### config.mk
export PLATFORM = sky130hd
export DESIGN_NAME = id_ex_stage
export DESIGN_NICKNAME = d
export VERILOG_FILES = /design/src/rtl/mips_pkg.sv /design/src/rtl/forward_mux.sv /design/src/rtl/id_ex_stage.sv
export SDC_FILE = /design/constraint.sdc
export NUM_CORES = 1
export LEC_CHECK = 0
export ABC_AREA = 1
export CORE_ASPECT_RATIO = 1.5
export CORE_MARGIN = 8
export CORE_UTILIZATION = 35
export DETAILED_ROUTE_END_ITERATION = 8
export GPL_TIMING_DRIVEN = 0
export PLACE_DENSITY = 0.69
export SLEW_MARGIN = 20
export SYNTH_ARGS = -nofsm -noshare
export SYNTH_HDL_FRONTEND = slang
export SYNTH_SLANG_ARGS = --single-unit
### constraint.sdc
create_clock -name clk -period 4.4 [get_ports clk]
set_input_delay 0.44 -clock clk [delete_from_list [all_inputs] [get_ports clk]]
set_output_delay 0.44 -clock clk [all_outputs]
set_load 0.05 [all_outputs]
### src/rtl/mips_pkg.sv
// Shared types for the MIPS pipeline: ALU encodings, forward selects, ID/EX register layout.
package mips_pkg;

  localparam int REG_W  = 5;
  localparam int DATA_W = 32;

  typedef enum logic [2:0] {
    ALU_AND = 3'b000,
    ALU_OR  = 3'b001,
    ALU_ADD = 3'b010,
    ALU_SUB = 3'b110,
    ALU_SLT = 3'b111
  } alu_op_e;

  typedef enum logic [1:0] {
    FWD_REG   = 2'd0,
    FWD_EXMEM = 2'd1,
    FWD_MEMWB = 2'd2
  } fwd_sel_e;

  typedef struct packed {
    logic              valid;
    logic              reg_write;
    logic              mem_read;
    logic              mem_write;
    logic              mem_to_reg;
    logic              alu_src;
    logic [2:0]        alu_op;
    logic [REG_W-1:0]  rs;
    logic [REG_W-1:0]  rt;
    logic [REG_W-1:0]  dst;
    logic [DATA_W-1:0] rs_data;
    logic [DATA_W-1:0] rt_data;
    logic [DATA_W-1:0] imm;
  } id_ex_t;

  // A later stage supplies a value for idx; register 0 is hardwired and never matches.
  function automatic logic fwd_hit(input logic we, input logic [REG_W-1:0] rd,
                                   input logic [REG_W-1:0] idx);
    return we && (rd != '0) && (rd == idx);
  endfunction

endpackage

### src/rtl/forward_mux.sv
// Operand forwarding select for one ALU source; EX/MEM has priority over MEM/WB.
module forward_mux
  import mips_pkg::*;
(
  input  logic [REG_W-1:0]  reg_idx_i,
  input  logic              ex_mem_we_i,
  input  logic [REG_W-1:0]  ex_mem_rd_i,
  input  logic [DATA_W-1:0] ex_mem_data_i,
  input  logic              mem_wb_we_i,
  input  logic [REG_W-1:0]  mem_wb_rd_i,
  input  logic [DATA_W-1:0] mem_wb_data_i,
  input  logic [DATA_W-1:0] reg_data_i,
  output logic [DATA_W-1:0] data_o,
  output fwd_sel_e          sel_o
);

  always_comb begin
    // NOTE: default assigned first so every path drives the output; no latch is inferred.
    sel_o = FWD_REG;
    if (fwd_hit(ex_mem_we_i, ex_mem_rd_i, reg_idx_i))
      sel_o = FWD_EXMEM;
    else if (fwd_hit(mem_wb_we_i, mem_wb_rd_i, reg_idx_i))
      sel_o = FWD_MEMWB;
  end

  always_comb begin
    data_o = reg_data_i;
    case (sel_o)
      FWD_EXMEM: data_o = ex_mem_data_i;
      FWD_MEMWB: data_o = mem_wb_data_i;
      default:   data_o = reg_data_i;
    endcase
  end

endmodule

### src/rtl/id_ex_stage.sv
// ID/EX pipeline register with forwarding, load-use detection and bubble insertion.
// Optional hazard counters are enabled with `define ID_EX_HAZARD_STATS_EN.
module id_ex_stage
  import mips_pkg::*;
(
  input  logic              clk,
  input  logic              reset,
  input  logic              idValid,
  input  logic [DATA_W-1:0] idRsData,
  input  logic [DATA_W-1:0] idRtData,
  input  logic [DATA_W-1:0] idImm,
  input  logic [REG_W-1:0]  idRs,
  input  logic [REG_W-1:0]  idRt,
  input  logic [REG_W-1:0]  idRd,
  input  logic [2:0]        idAluOp,
  input  logic              idAluSrc,
  input  logic              idRegDst,
  input  logic              idRegWrite,
  input  logic              idMemRead,
  input  logic              idMemWrite,
  input  logic              idMemToReg,
  input  logic              flush,
  input  logic              exMemRegWrite,
  input  logic [REG_W-1:0]  exMemRd,
  input  logic [DATA_W-1:0] exMemAluOut,
  input  logic              memWbRegWrite,
  input  logic [REG_W-1:0]  memWbRd,
  input  logic [DATA_W-1:0] memWbData,
  output logic [DATA_W-1:0] op1,
  output logic [DATA_W-1:0] op2,
  output logic [2:0]        aluOp,
  output logic [DATA_W-1:0] exStoreData,
  output logic [REG_W-1:0]  exDst,
  output logic              exValid,
  output logic              exRegWrite,
  output logic              exMemRead,
  output logic              exMemWrite,
  output logic              exMemToReg,
  output logic              loadUseStall
`ifdef ID_EX_HAZARD_STATS_EN
  ,
  output logic [31:0]       stallCount,
  output logic [31:0]       flushCount
`endif
);

  id_ex_t            ex_q, ex_d;
  logic [DATA_W-1:0] fwd_a, fwd_b;
  fwd_sel_e          fwd_a_sel_unused, fwd_b_sel_unused;

  assign loadUseStall = ex_q.valid & ex_q.mem_read & (ex_q.dst != '0) & idValid &
                        ((ex_q.dst == idRs) | (ex_q.dst == idRt));

  always_comb begin
    ex_d = ex_q;
    if (flush || loadUseStall) begin
      // Bubble: only controls are cleared, data fields may go stale.
      ex_d.valid      = 1'b0;
      ex_d.reg_write  = 1'b0;
      ex_d.mem_read   = 1'b0;
      ex_d.mem_write  = 1'b0;
      ex_d.mem_to_reg = 1'b0;
    end else begin
      ex_d.valid      = idValid;
      ex_d.reg_write  = idRegWrite;
      ex_d.mem_read   = idMemRead;
      ex_d.mem_write  = idMemWrite;
      ex_d.mem_to_reg = idMemToReg;
      ex_d.alu_src    = idAluSrc;
      ex_d.alu_op     = idAluOp;
      ex_d.rs         = idRs;
      ex_d.rt         = idRt;
      ex_d.dst        = idRegDst ? idRd : idRt;
      ex_d.imm        = idImm;
      ex_d.rs_data    = fwd_hit(memWbRegWrite, memWbRd, idRs) ? memWbData : idRsData;
      ex_d.rt_data    = fwd_hit(memWbRegWrite, memWbRd, idRt) ? memWbData : idRtData;
    end
  end

  always_ff @(posedge clk or posedge reset) begin
    // NOTE: sequential state uses non-blocking assignments so all flops update together.
    if (reset) ex_q <= '0;
    else       ex_q <= ex_d;
  end

  forward_mux u_fwd_a (
    .reg_idx_i     (ex_q.rs),
    .ex_mem_we_i   (exMemRegWrite),
    .ex_mem_rd_i   (exMemRd),
    .ex_mem_data_i (exMemAluOut),
    .mem_wb_we_i   (memWbRegWrite),
    .mem_wb_rd_i   (memWbRd),
    .mem_wb_data_i (memWbData),
    .reg_data_i    (ex_q.rs_data),
    .data_o        (fwd_a),
    .sel_o         (fwd_a_sel_unused)
  );

  forward_mux u_fwd_b (
    .reg_idx_i     (ex_q.rt),
    .ex_mem_we_i   (exMemRegWrite),
    .ex_mem_rd_i   (exMemRd),
    .ex_mem_data_i (exMemAluOut),
    .mem_wb_we_i   (memWbRegWrite),
    .mem_wb_rd_i   (memWbRd),
    .mem_wb_data_i (memWbData),
    .reg_data_i    (ex_q.rt_data),
    .data_o        (fwd_b),
    .sel_o         (fwd_b_sel_unused)
  );

  assign op1         = fwd_a;
  assign op2         = ex_q.alu_src ? ex_q.imm : fwd_b;
  assign exStoreData = fwd_b;
  assign aluOp       = ex_q.alu_op;
  assign exDst       = ex_q.dst;
  assign exValid     = ex_q.valid;
  assign exRegWrite  = ex_q.reg_write;
  assign exMemRead   = ex_q.mem_read;
  assign exMemWrite  = ex_q.mem_write;
  assign exMemToReg  = ex_q.mem_to_reg;

`ifdef ID_EX_HAZARD_STATS_EN
  logic [31:0] stall_cnt_q, flush_cnt_q;

  // A flush bubble takes precedence, so a simultaneous stall is counted as a flush only.
  always_ff @(posedge clk or posedge reset) begin
    if (reset) begin
      stall_cnt_q <= '0;
      flush_cnt_q <= '0;
    end else if (flush) begin
      if (flush_cnt_q != '1) flush_cnt_q <= flush_cnt_q + 32'd1;
    end else if (loadUseStall) begin
      if (stall_cnt_q != '1) stall_cnt_q <= stall_cnt_q + 32'd1;
    end
  end

  assign stallCount = stall_cnt_q;
  assign flushCount = flush_cnt_q;
`endif

endmodule

==> results of run 1 <==
sequential cells by signal, summed over array words and instances (netlist names):
signal,cells
exDst,5
exRegWrite,1
exMemToReg,1
ex_q,107
exValid,1
exMemWrite,1
aluOp,3
exMemRead,1
worst paths after layout:
| path | startpoint | to | slack, ns | depth (start not counted) |
|---|---|---|---|---|
| max in group asynchronous | reset | ex_q[93]$_DFFE_PP0N_ | 3.23 | 3 |
| worst min register to register | ex_q[21]$_DFFE_PP0N_ | ex_q[21]$_DFFE_PP0N_ | 0.47 | 2 |
| worst min-delay path | reset | ex_q[14]$_DFFE_PP0N_ | 0.47 | 2 |
| worst max-delay path | exMemRd[4] | op2[21] | 0.49 | 10 |
| min in group clk | ex_q[21]$_DFFE_PP0N_ | ex_q[21]$_DFFE_PP0N_ | 0.47 | 2 |
| worst max register to register | exDst[1]$_DFFE_PP0N_ | ex_q[70]$_DFFE_PP0N_ | 2.27 | 11 |
per-stage QoR:
stage	cell area [um2]	TNS (ns)
after floorplan	8280	0
after global placement	11700	-158.37
after detailed placement	11700	0
after CTS	12300	0
after global routing	12300	0
final	12300	0
cell usage in the layout (no fill, tap or decap), types with 2 or more instances in the layout:
cell               n
clkbuf_16         17
buf_6              9
buf_4             27
buf_2             40
nand3_1          377
clkbuf_8           8
nor2_1            20
a21oi_1            2
nand3b_1           2
nand4_1            2
nor2_2             3
nand2_1          559
clkdlybuf4s50_1  303
nand3_2            3
nand2_4            2
nor3_4             2
inv_2              6
xor2_1            18
diode_2            5
mux2_2             2
xnor2_1           11
clkbuf_1          23
nand2_2            2
o21ai_0            3
inv_1             23
clkbuf_4           2
buf_1              9
dfrtp_1          120
nor3_1             2
power breakdown:
part | internal (mW) | switching [mW]
registers | 1.21 | 0.0674
clock network | 0.892 | 0.513
logic | 0.557 | 1.00
per-layer routing:
metal	vias up	routed length (um)	GRT usage (%)
met5	-	0	0
met4	0	1880	15.3
met3	94	3090	5.68
met2	489	20000	48.0
met1	4685	14800	30.1
li1	4758	-	-
critical path, stage by stage:
cell	delay, ns
clkdlybuf4s50_1	0.59
nand3b_1	0.14
nand2_1	0.11
nor3_2	0.48
buf_2	0.33
nand3_1	0.11
nand3_1	0.18
nand2_1	0.16
nand2_1	0.10
clkdlybuf4s50_1	0.83
final cells by class:
| type | count | area (um2) |
|---|---|---|
| timing repair buffer | 304 | 3060 |
| tap | 319 | 399 |
| inverter | 30 | 120 |
| buffer | 106 | 624 |
| multi-input combinational | 1013 | 4540 |
| sequential | 120 | 3000 |
| fill | 2408 | 11100 |
| clock inverter | 1 | 30.0 |
| clock buffer | 29 | 551 |
| antenna | 5 | 12.5 |
kinds of logic after synthesis:
logic type,after synthesis
xor+xnor,29
flops,120
mux,2
buf+inv,136
compound gates,6
simple gates,976
==> impl_metrics.yaml, run 1 <==
sta:
  rsz0062_at_grt: "no"
  fin_crit_sh_pct: 89.0
  whs_ns: 0.470
  fmax_mhz: 255
  hold_violations: 0
  clock_skew_ns: 0.00682
  layout_setup_ws_ns: 0.485
  max_slew_margin_pct: 52.2
  period_minus_slack_ns: 3.91
  setup_viol: 0
  slew_violations: 0
  tightestPinTransition_ns: 0.718
critical_path:
  required_ns: 3.96
  cp.arrival_ns: 3.47
  start_kind: "input pin"
  critPathMaxFanout: 10
  crit_path_end_kind: "output pin"
  critPathKind: "in -> out"
logic_synthesis:
  synth_compound_area_share_pct: 0.408
  synth_commonest_cells: "559 x nand2_1, 377 x nand3_1, 120 x dfrtp_1"
  synth_top_area_cell: "dfrtp_1"
  synthesis.nets: 1469
  synth-edff-count: 0
  synth_top_family_by_area: "simple AND/OR/NAND/NOR gates"
  synthAdderAreaFrac_pct: 0
  synthMostInstantiatedCell: "nand2_1"
  yosys_register_bits: 120
  yosys.area.top_type_share_pct: 36.3
  syn_inst: 1269
  avgSynthCellArea_um2: 6.53
  synth-simple-area-share_pct: 51.1
  synth_area_leaders: "dfrtp_1 36%, nand2_1 25%, nand3_1 23%, buf_4 2.4%, buf_2 2.4%"
  netlist_area_um2: 8280
  synthMuxAreaShare_pct: 0.272
  ys_types: 28
  yosysSeqAreaShare_pct: 36.3
  ys.flop_type: "dfrtp_1"
  async_reset_ff_share_pct: 100
  yosysWarnings: 0
  synth_xor_area_share_pct: 3.07
routing:
  avgRoutedWirePerCell_um: 20.7
  post_drt_via_cell_ratio: 5.20
  wl_mm: 39.8
  firstDrtPassIters: 7
  drt_iter0_markers: 930
  ant_nets: 0
  vias: 10026
  drc: 0
power:
  p_per_area_nw_per_um2: 343
  power_mw: 4.24
  p_leak_nw: 6.09
  vdd_drop_max_mv: 0.258
global_routing:
  grt-ovfl-total: 0
  grt_pass1_vias: 9988
  grt.total_usage_pct: 27.3
  grt_pass1_wl_mm: 59.5
  grt_max_degree: 65
  antenna_found_initial: 5
worst_hold_path:
  hp-class: "in -> async"
layout:
  finalNonFillerCells: 1927
  fin_nets: 1792
  drive_gt1_share_pct: 7.99
  syn_to_final_growth_pct: 49.0
  final_util_pct: 52.6
floorplan:
  rows: 69
  die_area_um2: 28900
  start_util_pct: 35.3
  core_um2: 23500
  die_h_um: 204
  dieWidth_um: 142
  ios: 310
cts:
  numCtsBuffers: 17
  insertion_delay_ns: 0.44
  cts_buffer_depth: 2
  cts_root_buffer: "clkbuf_16"
  cts.sink_count: 120
  cts_hold_buffers: 0
  cts.repair.resized: 0
  cts_tree: "done"
  clkTransAtPathRegs_ns: 0.05
  htreeDepth: 4
  cts_setup_buffers: 0
outcome:
  status: "completed"
placed_design:
  dp.cells: 1892
  gp_congestion: 0.893
  pre_cts_slack_ns: 0.523
  port_buffers: 303
  hpwl_mm: 30.9
run:
  cap_violations: 0
No activity file was read; power rests on OpenSTA's default activity.
==> inputs of run 2 (changes only) <==
CORE_MARGIN = 2   (was 8)
PLACE_DENSITY = 0.71   (was 0.69)
SLEW_MARGIN = 25   (was 20)
==> run 2 against run 1 <==
Net effect:
- critical endpoint is now op2[30]
- critical path depth shrank 1
- hold slack lost 0.030 ns
- global-route usage grew 3.0 points
- design area grew 0.23%
- largest cell class unchanged
- sequential power is essentially flat
- total power grew 2.7%
==> impl_metrics.yaml, run 2 (synthesized netlist as in run 1, its figures left out) <==
cts:
  cts.sink_count: 120
  numCtsBuffers: 17
  cts_tree: "done"
  cts_hold_buffers: 0
  cts.repair.resized: 0
  insertion_delay_ns: 0.42
  cts_setup_buffers: 0
  htreeDepth: 4
  clkTransAtPathRegs_ns: 0.06
  cts_buffer_depth: 2
  cts_root_buffer: "clkbuf_16"
floorplan:
  start_util_pct: 35.8
  rows: 68
  ios: 310
  core_um2: 23100
  die_h_um: 192
  die_area_um2: 24900
  dieWidth_um: 130
worst_hold_path:
  hp-class: "in -> async"
routing:
  wl_mm: 38.2
  firstDrtPassIters: 7
  drc: 0
  avgRoutedWirePerCell_um: 19.9
  drt_iter0_markers: 834
  ant_nets: 0
  vias: 10319
  post_drt_via_cell_ratio: 5.37
sta:
  clock_skew_ns: 0.00744
  fin_crit_sh_pct: 89.4
  hold_violations: 0
  fmax_mhz: 254
  period_minus_slack_ns: 3.93
  setup_viol: 0
  tightestPinTransition_ns: 0.698
  rsz0062_at_grt: "no"
  fin_tns_setup_ns: 0
  max_slew_margin_pct: 53.3
  slew_violations: 0
critical_path:
  cp.arrival_ns: 3.49
  crit_path_end_kind: "output pin"
  start_kind: "input pin"
  rr_worst_depth: 11
  critPathMaxFanout: 10
  critPathKind: "in -> out"
  required_ns: 3.96
placed_design:
  gp_congestion: 0.914
  hpwl_mm: 28.9
  dp.cells: 1888
  port_buffers: 303
layout:
  fin_nets: 1792
  syn_to_final_growth_pct: 49.4
  finalNonFillerCells: 1921
  largest_register_ffs: 107
  drive_gt1_share_pct: 8.10
  top_register: "ex_q"
  mostFrequentLayoutCell: "nand2_1"
  final_cell_mix: "559 x nand2_1, 377 x nand3_1, 303 x clkdlybuf4s50_1"
power:
  p_leak_nw: 6.12
  vdd_drop_max_mv: 0.254
  p_per_area_nw_per_um2: 352
run:
  cap_violations: 0
global_routing:
  antenna_found_initial: 2
  grt_max_degree: 67
  grt_pass1_wl_mm: 57.3
  grt.total_usage_pct: 30.3
  grt-ovfl-total: 0
  grt_pass1_vias: 10128
outcome:
  status: "completed"
==> run 2: cell types whose count changed in the layout (fill, tap and decap cells not counted) <==
cell / change
clkinv_2: +3
clkinv_4: +1
clkbuf_8: -5
bufinv_16: +3
clkbuf_1: -1
diode_2: -3
==> run 2: metal layers <==
metal  share of wire [%]  wire length [um]  vias to the layer above  global-route usage (%)
met5                   0                 0                        -                       0
met1                  37             14000                     4837                    35.0
met4                 4.7              1790                        0                    14.9
met2                  51             19500                      615                    53.8
li1                    -                 -                     4749                       -
met3                 7.6              2920                      118                    4.96
==> run 2: path summary, 6_finish.rpt <==
kind,from,to,slack (ns)
min in group clk,ex_q[16]$_DFFE_PP0N_,ex_q[16]$_DFFE_PP0N_,0.47
setup reg to reg,exDst[1]$_DFFE_PP0N_,ex_q[72]$_DFFE_PP0N_,2.24
hold / removal,reset,exRegWrite$_DFF_PP0_,0.44
hold reg to reg,ex_q[16]$_DFFE_PP0N_,ex_q[16]$_DFFE_PP0N_,0.47
max in group asynchronous,reset,ex_q[104]$_DFFE_PP0N_,3.25
setup / recovery,exMemRd[4],op2[30],0.47
==> run 2: final cells by class <==
cell class | count | area [um2]
timing repair buffer | 304 | 3060
buffer | 106 | 624
tap | 315 | 394
clock inverter | 8 | 144
fill | 2383 | 10800
antenna | 2 | 5.00
inverter | 30 | 120
sequential | 120 | 3000
clock buffer | 23 | 478
multi-input combinational | 1013 | 4540
==> run 2: critical path: stages <==
cell	delay, ns
clkdlybuf4s50_1	0.51
xor2_1	0.19
nor2_2	0.42
clkbuf_1	0.59
nand3_1	0.16
nand3_1	0.14
nand2_1	0.10
nand2_1	0.10
clkdlybuf4s50_1	0.83
==> run 2: metrics by stage <==
stage	cell area [um2]	hold slack, ns	total power [mW]	worst slack (ns)	utilization (%)
3_5_place_dp	11700	0.458	2.83	0.501	50.7
3_3_place_gp	11700	0.453	2.82	-1.29	50.6
5_1_grt	12400	0.467	4.50	0.377	53.4
6_report	12400	0.440	4.35	0.465	53.4
4_1_cts	12400	0.446	4.35	0.492	53.4
2_1_floorplan	8280	0.442	2.18	0.774	-
==> run 2: power breakdown <==
part | switching, mW | total [mW] | leakage (nW) | internal [mW]
Combinational | 0.998 | 1.56 | 4.34 | 0.557
Sequential | 0.0678 | 1.27 | 1.47 | 1.21
Clock | 0.534 | 1.52 | 0.307 | 0.989
Total | 1.60 | 4.35 | 6.12 | 2.75
==> inputs of run 3 (changes only) <==
--- a/config.mk
+++ b/config.mk
@@ -10,6 +10,6 @@
 export CORE_MARGIN = 2
-export CORE_UTILIZATION = 35
+export CORE_UTILIZATION = 46
 export DETAILED_ROUTE_END_ITERATION = 8
 export GPL_TIMING_DRIVEN = 0
-export PLACE_DENSITY = 0.71
+export PLACE_DENSITY = 0.88
 export SLEW_MARGIN = 25
==> constraint.sdc (replaced) <==
create_clock -name clk -period 4.4 [get_ports clk]
set_input_delay 1.32 -clock clk [delete_from_list [all_inputs] [get_ports clk]]
set_output_delay 1.32 -clock clk [all_outputs]
set_load 0.05 [all_outputs]
==> run 3 against run 2 <==
Net effect:
- clock skew shrank 0.00054 ns
- flip-flop and latch count is the same
- global-route usage grew 8.1 points
- sequential share of layout area shrank 0.13 points
- hold slack gained 0.030 ns
- setup slack lost 0.42 ns
- first-iteration DRC count grew 25%
- count of clock-buffer cells in the layout shrank 2
- sequential power is essentially flat
- design area grew 0.54%
- wire length shrank 3.1%
- highest routed layer unchanged
==> impl_metrics.yaml, run 3 (synthesized netlist as in run 1, its figures left out) <==
routing:
  ant_nets: 0
  post_drt_via_cell_ratio: 5.78
  firstDrtPassIters: 6
  drc: 0
  wl_mm: 37.0
  drt_iter0_markers: 1044
  vias: 10586
  avgRoutedWirePerCell_um: 20.2
global_routing:
  grt_pass1_vias: 10561
  antenna_found_initial: 0
  grt-ovfl-total: 0
  grt_max_degree: 30
  grt_pass1_wl_mm: 56.4
  grt.total_usage_pct: 38.5
critical_path:
  required_ns: 3.08
  crit_family: "buffers and inverters"
  rr_worst_depth: 10
  crit_chain: "clkdlybuf4s15_1, xor2_2, nor2_4, buf_4, clkbuf_4, nand3_1, nand3_1, nand2_1, nand2_1, buf_6"
  cpPeakStageDelay_ns: 0.29
  start_kind: "input pin"
  critPathBufInv: 4
  cp.depth: 10
  cp.arrival_ns: 3.04
  crit_path_top_delay_cell: "clkdlybuf4s15_1"
  crit_path_end_kind: "output pin"
  critPathKind: "in -> out"
  critPathMaxFanout: 10
sta:
  tightestPinTransition_ns: 0.662
  fmax_mhz: 229
  slew_violations: 0
  clock_skew_ns: 0.00690
  period_minus_slack_ns: 4.36
  max_slew_margin_pct: 55.7
  fin_crit_sh_pct: 99.1
  hold_violations: 0
  whs_ns: 0.471
  setup_viol: 0
  rsz0062_at_grt: "yes"
layout:
  final_util_pct: 69.9
  n_antenna_cell: 0
  fillers: 1511
  drive_gt1_share_pct: 16.5
  multi_input_area_um2: 4650
  regArea_um2: 3000
  top_register: "ex_q"
  mostFrequentLayoutCell: "nand2_1"
  largest_register_ffs: 107
  final_cell_mix: "553 x nand2_1, 370 x nand3_1, 200 x clkdlybuf4s50_1"
  syn_to_final_growth_pct: 50.2
  fin_nets: 1802
cts:
  cts_root_buffer: "clkbuf_16"
  clkTransAtPathRegs_ns: 0.06
  numCtsBuffers: 17
  cts_tree: "done"
  insertion_delay_ns: 0.43
  cts_buffer_depth: 2
  htreeDepth: 4
  cts_hold_buffers: 0
  cts.sink_count: 120
floorplan:
  start_util_pct: 46.5
  core_um2: 17800
  die_area_um2: 19100
  dieWidth_um: 114
  die_h_um: 168
  ios: 310
  rows: 60
power:
  p_per_area_nw_per_um2: 357
  p_leak_nw: 6.42
  vdd_drop_max_mv: 0.222
run:
  cap_violations: 0
worst_hold_path:
  min_path_cells: 2
  hp-class: "reg -> reg"
placed_design:
  gp_congestion: 0.988
  hpwl_mm: 27.2
  port_buffers: 303
outcome:
  status: "completed"
run 3: path summary, 6_finish.rpt:
check	start	end	slack, ns
worst min register to register	ex_q[22]$_DFFE_PP0N_	ex_q[22]$_DFFE_PP0N_	0.47
worst min-delay path	ex_q[22]$_DFFE_PP0N_	ex_q[22]$_DFFE_PP0N_	0.47
min in group asynchronous	reset	ex_q[94]$_DFFE_PP0N_	1.23
worst max register to register	exDst[2]$_DFFE_PP0N_	ex_q[0]$_DFFE_PP0N_	2.41
max in group asynchronous	reset	ex_q[19]$_DFFE_PP0N_	2.49
worst max-delay path	exMemRd[4]	op2[28]	0.04
run 3: power by group:
group,internal [mW],total [mW],switching [mW]
sequential,1.21,1.28,0.0724
clock,1.05,1.61,0.560
combinational,0.539,1.55,1.01
run 3: cell type report:
type	instances	area share (%)
clock buffers	21	3.78
plain buffers	105	5.89
well taps	217	2.18
inverters	30	0.976
clock inverters	11	1.56
flip-flops and latches	120	24.1
repair buffers	315	24.1
multi-input cells	1013	37.4
run 3: worst min-delay path, stage by stage, from the launching register on:
cell,delay [ns]
dfrtp_1,0.34
nand2_1,0.05
nand2_1,0.05
run 3: stage by stage:
stage               cell area [um2]  TNS (ns)  power [mW]  setup slack, ns  std cells
detailed placement            11700    -97.95        2.83            -1.21       1794
floorplan                      8280         0        2.18           0.0439       1269
CTS                           12400         0        4.40          0.00137       1832
finish                        12400         0        4.44           0.0412       1832
global route                  12400   -0.0139        4.58         -0.00713       1832
global placement              11600    -95.72        2.80            -1.19       1789
run 3: routing by layer:
metal  routed length (um)  global-route usage [%]
met2                18100                    65.8
met4                 2800                    25.6
met1                12600                    41.8
met3                 3560                    9.50
met5                    0                       0
run 3: repair_timing:
item | CTS | global route
setup endpoints to repair | 97 | 69
gates resized for setup | 617 | 34
pin swaps | 4 | 2
buffers inserted | 7 | 0
